[src/rtl/paint_draw_if.sv]
// paint_draw_if: requester, drawer and VGA-side signals of the paint draw scheduler.
// slave = scheduler view, master = requester/drawer/VGA environment view.
interface paint_draw_if #(
    parameter int CW = 3
);
    logic          r0_req;
    logic [7:0]    r0_x, r0_y;
    logic [3:0]    r0_sx, r0_sy;
    logic [CW-1:0] r0_col;
    logic          r1_req;
    logic [7:0]    r1_x, r1_y;
    logic [3:0]    r1_sx, r1_sy;
    logic [CW-1:0] r1_col;
    logic          r0_ack, r1_ack;
    logic          drw_start;
    logic [7:0]    drw_x, drw_y;
    logic [3:0]    drw_sx, drw_sy;
    logic          drw_done;
    logic          plot;
    logic [CW-1:0] colour;
    logic          busy;
    logic          err;

    modport slave (
        input  r0_req, r0_x, r0_y, r0_sx, r0_sy, r0_col,
        input  r1_req, r1_x, r1_y, r1_sx, r1_sy, r1_col,
        input  drw_done,
        output r0_ack, r1_ack, drw_start, drw_x, drw_y, drw_sx, drw_sy,
        output plot, colour, busy, err
    );

    modport master (
        output r0_req, r0_x, r0_y, r0_sx, r0_sy, r0_col,
        output r1_req, r1_x, r1_y, r1_sx, r1_sy, r1_col,
        output drw_done,
        input  r0_ack, r1_ack, drw_start, drw_x, drw_y, drw_sx, drw_sy,
        input  plot, colour, busy, err
    );
endinterface

[src/rtl/paint_draw_scheduler.sv]
// paint_draw_scheduler: shares one square-fill drawer between the brush (port 0)
// and clear/stamp (port 1) requesters, sequences the drawer start/done handshake
// and produces the VGA plot strobe and colour.
// Build option: define ROUND_ROBIN_EN to alternate ties between ports instead of
// always favouring port 0.
module paint_draw_scheduler #(
    parameter int CW      = 3,
    parameter int TIMEOUT = 300
) (
    input  logic        clk,
    input  logic        reset,
    paint_draw_if.slave bus
);
    localparam int              CNTW     = $clog2(TIMEOUT + 1);
    localparam logic [CNTW-1:0] CNT_LAST = CNTW'(TIMEOUT - 1);

    typedef enum logic [1:0] {IDLE, ARM, DRAW, RELEASE} state_t;

    state_t          state_q, state_d;
    logic [CNTW-1:0] cnt_q, cnt_d;
    logic [7:0]      x_q, x_d, y_q, y_d;
    logic [3:0]      sx_q, sx_d, sy_q, sy_d;
    logic [CW-1:0]   col_q, col_d;
    logic            ack0_q, ack0_d, ack1_q, ack1_d;
    logic            err_q, err_d;
    logic            pick1;
    logic            timeout;

`ifdef ROUND_ROBIN_EN
    logic last_q, last_d;

    // Tie goes to the port not granted last (last_q=1 means port 1 won last).
    always_comb pick1 = bus.r1_req && (!bus.r0_req || !last_q);
`else
    // Fixed priority: port 1 only wins while port 0 is not requesting.
    always_comb pick1 = bus.r1_req && !bus.r0_req;
`endif

    // cnt_q counts DRAW cycles already spent; this is the TIMEOUT-th DRAW cycle.
    assign timeout = (cnt_q == CNT_LAST);

    // Next-state: arbitrate and latch in IDLE, run the drawer handshake, watchdog.
    always_comb begin
        state_d = state_q;
        cnt_d   = cnt_q;
        x_d     = x_q;
        y_d     = y_q;
        sx_d    = sx_q;
        sy_d    = sy_q;
        col_d   = col_q;
        ack0_d  = 1'b0;
        ack1_d  = 1'b0;
        err_d   = err_q;
`ifdef ROUND_ROBIN_EN
        last_d  = last_q;
`endif
        case (state_q)
            IDLE: begin
                if (bus.r0_req || bus.r1_req) begin
                    x_d     = pick1 ? bus.r1_x   : bus.r0_x;
                    y_d     = pick1 ? bus.r1_y   : bus.r0_y;
                    sx_d    = pick1 ? bus.r1_sx  : bus.r0_sx;
                    sy_d    = pick1 ? bus.r1_sy  : bus.r0_sy;
                    col_d   = pick1 ? bus.r1_col : bus.r0_col;
                    ack0_d  = !pick1;
                    ack1_d  = pick1;
                    err_d   = 1'b0;
                    state_d = ARM;
`ifdef ROUND_ROBIN_EN
                    last_d  = pick1;
`endif
                end
            end
            ARM: begin
                // drw_done is left over from the previous job here, so it is ignored.
                cnt_d   = '0;
                state_d = DRAW;
            end
            DRAW: begin
                if (bus.drw_done) begin
                    state_d = RELEASE;
                end else if (timeout) begin
                    err_d   = 1'b1;
                    state_d = RELEASE;
                end else begin
                    cnt_d = cnt_q + 1'b1;
                end
            end
            RELEASE: state_d = IDLE;
            default: state_d = IDLE;
        endcase
    end

    // State and latched-job registers with synchronous reset.
    always_ff @(posedge clk) begin
        if (reset) begin
            state_q <= IDLE;
            cnt_q   <= '0;
            x_q     <= '0;
            y_q     <= '0;
            sx_q    <= '0;
            sy_q    <= '0;
            col_q   <= '0;
            ack0_q  <= 1'b0;
            ack1_q  <= 1'b0;
            err_q   <= 1'b0;
`ifdef ROUND_ROBIN_EN
            last_q  <= 1'b1;
`endif
        end else begin
            state_q <= state_d;
            cnt_q   <= cnt_d;
            x_q     <= x_d;
            y_q     <= y_d;
            sx_q    <= sx_d;
            sy_q    <= sy_d;
            col_q   <= col_d;
            ack0_q  <= ack0_d;
            ack1_q  <= ack1_d;
            err_q   <= err_d;
`ifdef ROUND_ROBIN_EN
            last_q  <= last_d;
`endif
        end
    end

    assign bus.r0_ack    = ack0_q;
    assign bus.r1_ack    = ack1_q;
    assign bus.drw_x     = x_q;
    assign bus.drw_y     = y_q;
    assign bus.drw_sx    = sx_q;
    assign bus.drw_sy    = sy_q;
    assign bus.colour    = col_q;
    assign bus.err       = err_q;
    assign bus.busy      = (state_q != IDLE);
    assign bus.drw_start = (state_q == ARM) || (state_q == DRAW);
    // No strobe on the Done cycle or on the watchdog abort cycle.
    assign bus.plot      = (state_q == DRAW) && !bus.drw_done && !timeout;
endmodule

[src/flat_wrapper.sv]
// flat-port wrapper written by rule: the top's interface ports become plain ports
module paint_draw_scheduler_flat 
#(
    parameter int CW      = 3,
    parameter int TIMEOUT = 300
)
  (clk, reset, bus_r0_req, bus_r0_x, bus_r0_y, bus_r0_sx, bus_r0_sy, bus_r0_col, bus_r1_req, bus_r1_x, bus_r1_y, bus_r1_sx, bus_r1_sy, bus_r1_col, bus_drw_done, bus_r0_ack, bus_r1_ack, bus_drw_start, bus_drw_x, bus_drw_y, bus_drw_sx, bus_drw_sy, bus_plot, bus_colour, bus_busy, bus_err);
  paint_draw_if #(.CW(CW)) bus_i ();
  input  logic clk;
  input  logic reset;
  input wire logic [$bits(bus_i.r0_req)-1:0] bus_r0_req;
  input wire logic [$bits(bus_i.r0_x)-1:0] bus_r0_x;
  input wire logic [$bits(bus_i.r0_y)-1:0] bus_r0_y;
  input wire logic [$bits(bus_i.r0_sx)-1:0] bus_r0_sx;
  input wire logic [$bits(bus_i.r0_sy)-1:0] bus_r0_sy;
  input wire logic [$bits(bus_i.r0_col)-1:0] bus_r0_col;
  input wire logic [$bits(bus_i.r1_req)-1:0] bus_r1_req;
  input wire logic [$bits(bus_i.r1_x)-1:0] bus_r1_x;
  input wire logic [$bits(bus_i.r1_y)-1:0] bus_r1_y;
  input wire logic [$bits(bus_i.r1_sx)-1:0] bus_r1_sx;
  input wire logic [$bits(bus_i.r1_sy)-1:0] bus_r1_sy;
  input wire logic [$bits(bus_i.r1_col)-1:0] bus_r1_col;
  input wire logic [$bits(bus_i.drw_done)-1:0] bus_drw_done;
  output wire logic [$bits(bus_i.r0_ack)-1:0] bus_r0_ack;
  output wire logic [$bits(bus_i.r1_ack)-1:0] bus_r1_ack;
  output wire logic [$bits(bus_i.drw_start)-1:0] bus_drw_start;
  output wire logic [$bits(bus_i.drw_x)-1:0] bus_drw_x;
  output wire logic [$bits(bus_i.drw_y)-1:0] bus_drw_y;
  output wire logic [$bits(bus_i.drw_sx)-1:0] bus_drw_sx;
  output wire logic [$bits(bus_i.drw_sy)-1:0] bus_drw_sy;
  output wire logic [$bits(bus_i.plot)-1:0] bus_plot;
  output wire logic [$bits(bus_i.colour)-1:0] bus_colour;
  output wire logic [$bits(bus_i.busy)-1:0] bus_busy;
  output wire logic [$bits(bus_i.err)-1:0] bus_err;
  assign bus_i.r0_req = bus_r0_req;
  assign bus_i.r0_x = bus_r0_x;
  assign bus_i.r0_y = bus_r0_y;
  assign bus_i.r0_sx = bus_r0_sx;
  assign bus_i.r0_sy = bus_r0_sy;
  assign bus_i.r0_col = bus_r0_col;
  assign bus_i.r1_req = bus_r1_req;
  assign bus_i.r1_x = bus_r1_x;
  assign bus_i.r1_y = bus_r1_y;
  assign bus_i.r1_sx = bus_r1_sx;
  assign bus_i.r1_sy = bus_r1_sy;
  assign bus_i.r1_col = bus_r1_col;
  assign bus_i.drw_done = bus_drw_done;
  assign bus_r0_ack = bus_i.r0_ack;
  assign bus_r1_ack = bus_i.r1_ack;
  assign bus_drw_start = bus_i.drw_start;
  assign bus_drw_x = bus_i.drw_x;
  assign bus_drw_y = bus_i.drw_y;
  assign bus_drw_sx = bus_i.drw_sx;
  assign bus_drw_sy = bus_i.drw_sy;
  assign bus_plot = bus_i.plot;
  assign bus_colour = bus_i.colour;
  assign bus_busy = bus_i.busy;
  assign bus_err = bus_i.err;
  paint_draw_scheduler #(.CW(CW), .TIMEOUT(TIMEOUT)) u_core (.clk(clk), .reset(reset), .bus(bus_i));
endmodule
[config.mk]
export PLATFORM = sky130hd
export DESIGN_NAME = paint_draw_scheduler_flat
export DESIGN_NICKNAME = d
export VERILOG_FILES = /design/src/rtl/paint_draw_if.sv /design/src/rtl/paint_draw_scheduler.sv /design/src/flat_wrapper.sv
export SDC_FILE = /design/constraint.sdc
export NUM_CORES = 1
export LEC_CHECK = 0
export CORE_AREA = 2 2 85 87
export CTS_BUF_LIST = sky130_fd_sc_hd__clkbuf_4 sky130_fd_sc_hd__clkbuf_8
export DETAILED_ROUTE_END_ITERATION = 8
export DIE_AREA = 0 0 87 89
export PLACE_DENSITY = 0.66
export SYNTH_ARGS = -nofsm -noshare
export SYNTH_HDL_FRONTEND = slang
export SYNTH_SLANG_ARGS = --single-unit
[constraint.sdc]
create_clock -name clk -period 1.7 [get_ports clk]
set_clock_uncertainty 0.1 [all_clocks]
set_input_delay 0.255 -clock clk [delete_from_list [all_inputs] [get_ports clk]]
set_output_delay 0.255 -clock clk [all_outputs]
set_load 0.1 [all_outputs]
# --- Word-level counts from Yosys, hierarchy flattened ---
# Index checks and enable logic that the tools add are counted.
# W data, S select, Z words.
totals:
  reg_bits: 41
  latch_bits: 0
  ramBits: 0
  rom_bits: 0
  inputBits: 59
  out_inout_bits: 33
  word_cells: 56
  n_memories: 0
classes:
  n_addsub: 1
  multipliers: 0
  div: 0
  order_cmp: 0
  eq_ne: 9
  shifts: 0
  muxes: 16
  bitwise: 2
  reduce_logical: 18
op_table:
  columns: ["cell", "n"]
  rows:
  - ["$mux W9", 2]
  - ["$pmux W9 S2", 1]
  - ["$mux W8", 2]
  - ["$add A9 B1 Y9 const B", 1]
  - ["$eq A9 B9 Y1 const B", 1]
  - ["$mux W4", 2]
  - ["$pmux W2 S4", 1]
  - ["$mux W2", 3]
  - ["$reduce_bool A2 Y1", 3]
  - ["$eq A2 B2 Y1 const B", 2]
  - ["$logic_not A1 Y1", 4]
  - ["$ne A2 B1 Y1 const B", 2]
  - ["$ne A2 B2 Y1 const B", 2]
  - ["$reduce_and A2 Y1", 2]
  - ["$reduce_and A4 Y1", 1]
  - ["$logic_and A1 B1 Y1", 3]
  - ["$mux W1", 3]
  - ["$mux W3", 1]
  - ["$ne A3 B2 Y1 const B", 1]
  - ["$reduce_and A3 Y1", 1]
  - ["$reduce_or A3 Y1", 1]
  - ["$eq A2 B1 Y1 const B", 1]
  - ["$logic_not A2 Y1", 1]
  - ["$logic_or A1 B1 Y1", 2]
  - ["2 further kinds", 3]

# --- Longest topological paths before layout ---
# Gate-level depths: netlist of run 1.
depth:
  depth_word: 4
  mapped_depth: 7
  ltp_nobuf: 5

# --- Worst setup path before layout of run 1 ---
# No wires, ideal clock.
synth_timing:
  kind: "flip-flop to flip-flop"
  start: "register u_core.cnt_q[0]"
  end: "register u_core.cnt_q[1]"
  setup_time_ns: 0.121
  arrival_ns: 1.853
  required_ns: 1.479
  slack_ns: -0.373
  path_stages_with_launch: 5
  n_path_buf: 0
  period_less_slack_ns: 2.073
  path_cell_list: "dfxtp_1 -> ha_1 -> and4bb_2 -> a21oi_4 -> mux2_2"
synth_via:
  elab_chain_cells: 4
  word_cells_on_any_way: 7
  classes_between: "add/sub (1); eq/ne (2); mux (3); reduce/logical (1)"
synth_rtl:
  columns: ["item", "line_no", "source"]
  rows:
  - ["start, declared", "paint_draw_scheduler.sv:20", "logic [CNTW-1:0] cnt_q, cnt_d;"]
  - ["start signal, assigned", "paint_draw_scheduler.sv:112", "cnt_q <= cnt_d;"]
  - ["$add A9 B1 Y9", "paint_draw_scheduler.sv:86", "cnt_d = cnt_q + 1'b1;"]
  - ["$mux W9", "paint_draw_scheduler.sv:82", "end else if (timeout) begin"]
  - ["$mux W9", "paint_draw_scheduler.sv:80", "if (bus.drw_done) begin"]
  - ["$pmux W9 S2", "paint_draw_scheduler.sv:57", "case (state_q)"]
# Parallel ways exist; a longest one is shown, timed or not. The select of a mux whose other input is x is not followed.
# A chain may end at the register's enable or synchronous reset.

# --- Worst setup path in the final report of run 1 ---
layout_timing:
  start: "register u_core.cnt_q[6]"
  end: "output port bus_plot"
layout_via:
  elab_chain_cells: 3
layout_rtl:
  columns: ["item", "line_no", "source"]
  rows:
  - ["$eq A9 B9 Y1", "paint_draw_scheduler.sv:40", "assign timeout = (cnt_q == CNT_LAST);"]
  - ["$logic_not A1 Y1", "paint_draw_scheduler.sv:138", "assign bus.plot = (state_q == DRAW) && !bus.drw_done && !timeout;"]
  - ["$logic_and A1 B1 Y1", "paint_draw_scheduler.sv:138", null]
  - ["end, declared", "flat_wrapper.sv:31", "output wire logic [$bits(bus_i.plot)-1:0] bus_plot;"]
# No other way between the ends.

==> results of run 1 <==
[worst min-delay path by stage]
stage | start | to | slack, ns
6_report | u_core.bus.drw_sy[3] | u_core.bus.drw_sy[3] | 0.43
5_1_grt | u_core.bus.drw_y[3] | u_core.bus.drw_y[3] | 0.45
4_1_cts | u_core.bus.err | u_core.bus.err | 0.42
3_5_place_dp | u_core.bus.err | u_core.bus.err | 0.41
3_3_place_gp | u_core.bus.err | u_core.bus.err | 0.41
2_1_floorplan | bus_r0_req | u_core.bus.r0_ack | 0.31
[cell type report]
cell class,count,area share
Clock inverter,2,0.002614
Tap cell,80,0.02614
Inverter,5,0.004900
Timing Repair Buffer,118,0.3881
Sequential cell,41,0.2172
Clock buffer,6,0.01993
Multi-Input combinational cell,163,0.3411
[registers in the layout (all words and copies together) (netlist names), 2 cells and up]
signal,flops
u_core.bus.drw_x,8
u_core.state_q,2
u_core.bus.drw_y,8
u_core.bus.drw_sy,4
u_core.cnt_q,9
u_core.bus.drw_sx,4
u_core.bus.colour,3
[through the flow]
stage          setup TNS (ns)  area (um2)  power, mW  hold slack, ns  worst slack (ns)
5_1_grt               -0.1048        3830      7.183          0.4543           -0.1048
3_3_place_gp          -0.4972        3621      6.041          0.4099          -0.09439
3_5_place_dp           -1.304        3621      6.081          0.4128           -0.1682
6_report             -0.08289        3830      6.857          0.4313          -0.08289
2_1_floorplan         -0.4520        2213      4.284          0.3075           -0.2539
4_1_cts              -0.06902        3751      6.761          0.4248          -0.06902
[repair_timing]
action	CTS	global route
buffers inserted	4	0
pin swaps	2	0
cloned	0	1
endpoints found under the setup margin	4	15
gates resized for setup	6	9
[cell usage after synthesis, types with 3 or more instances]
cell	n
or4_1	4
nand3_1	7
nor2_1	29
nand2_1	4
clkbuf_1	5
a211oi_1	27
nor2b_1	3
nor3b_1	3
and3_1	4
inv_1	5
buf_2	5
nand4_1	4
nand2b_1	3
dfxtp_1	41
ha_1	5
o21ai_0	5
mux2i_1	27
[power groups by stage]
stage	Clock, mW	Combinational (mW)	Sequential, mW
5_1_grt	0.706	4.96	1.52
4_1_cts	0.677	4.60	1.49
2_1_floorplan	0	1.26	3.02
3_3_place_gp	0	4.55	1.50
3_5_place_dp	0	4.58	1.51
6_report	0.640	4.73	1.49
[worst max-delay path: cells and delay by family, from the launching register on]
family	cells	cell delay (ns)
compound gates	1	0.17
buf+inv	1	0.19
flops	1	0.46
simple gates	1	0.31
[layer usage]
| layer | GRT usage | up-vias | share of wire |
|---|---|---|---|
| li1 | - | 1060 | - |
| met1 | 0.1911 | 993 | 0.39 |
| met2 | 0.2852 | 92 | 0.51 |
| met3 | 0.06002 | 7 | 0.084 |
| met4 | 0.04545 | 0 | 0.010 |
| met5 | 0 | - | 0 |
[cell families (layout without fill, tap and decap cells)]
logic type               after synthesis  count (layout)
buffers and inverters                 21             131
adder cells (fa/ha/maj)                5               5
AO/OA/AOI/OAI                         49              49
multiplexers                          29              29
flip-flops                            41              41
AND/OR/NAND/NOR                       80              80
==> metrics.cfg, run 1 <==
[status]
status=finished, violations left
failed_checks=negative setup slack

[power]
p_seq_frac=0.217
p_clk_frac=0.093
leakagePower_nw=1.462
combPwrFrac=0.689
power_density_nw_per_um2=1791
power_switching_share=0.5092
switchingPower_mw=3.492
internal_power_mw=3.366
peakVddDrop_uv=981.1

[finish]
fin_nets=398
layout.cells.non_filler=415
final_cell_mix=clkdlybuf4s50_1 (58), buf_12 (35), dfxtp_1 (34)
final_common_cell=clkdlybuf4s50_1
seqCellArea_um2=832.0
fill_cells=591
antennaDiodeCount=0
fin_util=0.5700
multi_input_area_um2=1306
final_layout_size_suffix_gt1_frac=0.2925
syn_to_final_growth_pct=74.71

[setup_path]
r2r_end=u_core.cnt_q[1]
max_stage_delay_ns=0.46
endpoint=bus_plot
arrival_ns=1.43
worst-path-max-fanout=7
rrSetupSlack_ns=0.08
endpoint_kind=output port
reg2reg_from=u_core.cnt_q[6]
crit_path_start_kind=flop
crit_path_top_delay_cell=dfxtp_1
crit_required_ns=1.34
rr_worst_depth=4
path_class=reg2out
cp-startpoint=u_core.cnt_q[6]
crit_chain=and4bb_2 > a21oi_4 > buf_12

[place]
dp.cells=402
port_buffers=91
gp_congestion=0.9520
dp_hpwl_um=4703

[grt]
grt_max_degree=33
antenna_found_initial=0
grt_overflow=0
grt_usage=0.1643
grt_pass1_vias=1999
grt_pass1_wl_um=9977

[routing]
drt_iter0_drc=56
vias=2152
drc=0
vias_per_cell=5.186
wirelength_um=6403
firstDrtPassIters=4
ant_nets=0
wl_per_cell_um=15.43

[timing]
fin_crit_sh=1.049
hold_viol_final=0
worst_slew_pin_slew_ns=0.3427
layout_setup_ws_ns=-0.08289
maxSlewHeadroom=0.7710
max_freq_mhz=560.9
slew_viol_final=0
rsz0062_at_grt=true
min_period_ns=1.783
finalSetupViolCount=1

[clock_network]
clk_latency_ns=0.29
clkTransAtPathRegs_ns=0.08
cts_htree_levels=2
cts_tree=yes
cts_hold_repair.buffers=0
root_buffer=clkbuf_8
cts_inserted_buffers=5
cts_sinks=41
ctsLongestPathBuffers=2

[yosys]
synth_top_area_cell=dfxtp_1
syn_inst=225
yosys_warnings=0
syn-num-nets=289
yosys-mux-area-fraction=0.1336
ys_async_sr_fraction=0
synth_top_family_by_area=simple AND/OR/NAND/NOR gates
synthAdderAreaFrac=0.02854
synth-seq-area-share=0.3744
syn_area_um2=2192
synth_seq_cells=41
syn_avg_cell_area_um2=9.743
ys_top_cells_by_area=dfxtp_1 (37%), mux2i_1 (12%), a211oi_1 (9.2%), nor2_1 (5.0%), ha_1 (2.9%)
yosys_most_used_dff=dfxtp_1
ys_types=53
synth-edff-count=0
synth-simple-area-share=0.2226
synth_top_area_share=0.3744
synthXorXnorAreaFrac=0
synth_compound_area_frac=0.1752

[die]
initial_utilization=0.3263
io_pins=92
dieArea_um2=7743
dieWidth_um=87
core_um2=6719
die_h_um=89
rows=30

[hold_path]
hold_depth=2
hold_class=reg2reg

[run]
drv_cap=0

Power figures use the tool's default switching activity.
==> run 2: changes to the inputs <==
--- a/config.mk
+++ b/config.mk
@@ -5,6 +5,7 @@
 export SDC_FILE = /design/constraint.sdc
 export NUM_CORES = 1
 export LEC_CHECK = 0
+export CAP_MARGIN = 30
 export CORE_AREA = 2 2 85 87
 export CTS_BUF_LIST = sky130_fd_sc_hd__clkbuf_4 sky130_fd_sc_hd__clkbuf_8
 export DETAILED_ROUTE_END_ITERATION = 8
==> results of run 2 <==
Final layout, timing and power as in run 1 (identical DEF).
==> run 3: changes to the inputs <==
--- a/config.mk
+++ b/config.mk
@@ -10,7 +10,7 @@
 export CTS_BUF_LIST = sky130_fd_sc_hd__clkbuf_4 sky130_fd_sc_hd__clkbuf_8
 export DETAILED_ROUTE_END_ITERATION = 8
 export DIE_AREA = 0 0 87 89
-export PLACE_DENSITY = 0.66
+export PLACE_DENSITY_LB_ADDON = 0.2
 export SYNTH_ARGS = -nofsm -noshare
 export SYNTH_HDL_FRONTEND = slang
 export SYNTH_SLANG_ARGS = --single-unit
==> metrics.cfg, run 3 (synthesized netlist as in run 1, its figures left out) <==
[status]
status=finished, violations left
failed_checks=negative setup slack

[grt]
grtUsageMet3=0.06464
grt_max_degree=30
antenna_found_initial=0
grt_use_met2=0.2831
grt_pass1_wl_um=9991
grt_use_met1=0.1926
grt_overflow=0
grt_pass1_vias=2102
grt_usage=0.1669
grt_busiest_layer=met2

[timing]
hold_viol_final=0
maxSlewHeadroom=0.8012
worst_slew_pin_slew_ns=0.2973
rsz0062_at_grt=true
min_period_ns=1.800
layout_setup_ws_ns=-0.09987
slew_viol_final=0
max_freq_mhz=555.6
fin_crit_sh=1.059
finalSetupViolCount=2

[power]
peakVddDrop_uv=1121
power_density_nw_per_um2=1780
p_total_mw=7.064
leakagePower_nw=1.534

[routing]
vias=2165
drc=0
drt_iter0_drc=111
firstDrtPassIters=4
ant_nets=0
wl_per_cell_um=14.96
wirelength_um=6371
vias_per_cell=5.082

[setup_path]
worst-path-max-fanout=2
crit_required_ns=1.34
crit_path_start_kind=flop
crit_path_top_delay_cell=dfxtp_2
crit_chain=inv_2 > ha_4 > buf_6 > nand2b_4 > buf_12 > a21oi_4 > buf_12
critPathTopFamily=buffers and inverters
arrival_ns=1.44
path_class=reg2out
critPathBufInv=4
endpoint_kind=output port
max_stage_delay_ns=0.33
cpMostUsedCell=buf_12

[die]
core_um2=6719
initial_utilization=0.3263
dieWidth_um=87
rows=30
die_h_um=89
io_pins=92
dieArea_um2=7743

[place]
dp.cells=412
gp_congestion=0.8134
port_buffers=91
dp_hpwl_um=4979
post-place-ws_ns=-0.1527

[finish]
fin_nets=410
layout.cells.non_filler=426
antennaDiodeCount=0
syn_to_final_growth_pct=80.99
largest_register_ffs=9
regMostFlops=u_core.cnt_q
final_cell_mix=clkdlybuf4s50_1 (58), buf_12 (37), dfxtp_1 (35)
fin_util=0.5905
final_layout_size_suffix_gt1_frac=0.3208
final_common_cell=clkdlybuf4s50_1

[clock_network]
clk_latency_ns=0.30
ctsLongestPathBuffers=2
cts_sinks=41
cts_inserted_buffers=5
clkTransAtPathRegs_ns=0.08
cts_tree=yes
root_buffer=clkbuf_8
cts_htree_levels=2

[hold_path]
hold_class=reg2reg

[run]
drv_cap=0

==> run 3: layout make-up <==
class                      count  area, um2
clock inverter                 2      35.03
inverter                       5      18.77
clock buffer                   5      68.82
sequential                    41      833.3
tap                           80      100.1
timing repair buffer         130       1592
multi-input combinational    163       1320
fill                         567       2751
==> run 3: what timing repair did <==
| item | 4_1_cts | 5_1_grt |
|---|---|---|
| gates resized for setup | 12 | 11 |
| pin swaps | 7 | 2 |
| setup endpoints to repair | 9 | 7 |
| setup buffers | 7 | 2 |
| hold buffers | 0 | 0 |
==> run 3: worst paths after layout <==
| check | startpoint | to | slack [ns] | depth (start not counted) |
|---|---|---|---|---|
| hold reg to reg | u_core.bus.drw_x[3] | u_core.bus.drw_x[3] | 0.44 | 2 |
| hold / removal | u_core.bus.drw_x[3] | u_core.bus.drw_x[3] | 0.44 | 2 |
| setup / recovery | u_core.state_q[0] | bus_plot | -0.1 | 7 |
| setup reg to reg | u_core.state_q[0] | u_core.cnt_q[8] | -0.02 | 8 |
==> run 3: stage by stage <==
stage                     hold WS [ns]  instance area [um2]  TNS [ns]
after floorplan                 0.3075                 2213   -0.4520
after global placement          0.4213                 3721    -1.074
after detailed placement        0.4277                 3721    -1.346
after CTS                       0.4394                 3905   -0.1901
after global routing            0.4502                 3968   -0.3279
final                           0.4364                 3968   -0.1195
==> run 3: layer usage <==
layer	wire length [um]	part of all wire	up-vias
met5	0	0	-
met2	3256	0.51	67
met1	2583	0.41	1001
met3	460	0.072	6
met4	70	0.011	0
li1	-	-	1091
==> run 3: power by group <==
group	internal (mW)	switching, mW
Sequential	1.23	0.267
Clock	0.427	0.345
Combinational	1.89	2.91
Total	3.54	3.52
==> run 3: tightest hold or removal path, stage by stage (launching register included) <==
cell and delay, ns:
dfxtp_1 0.34, nor2_1 0.11, a211oi_1 0.05
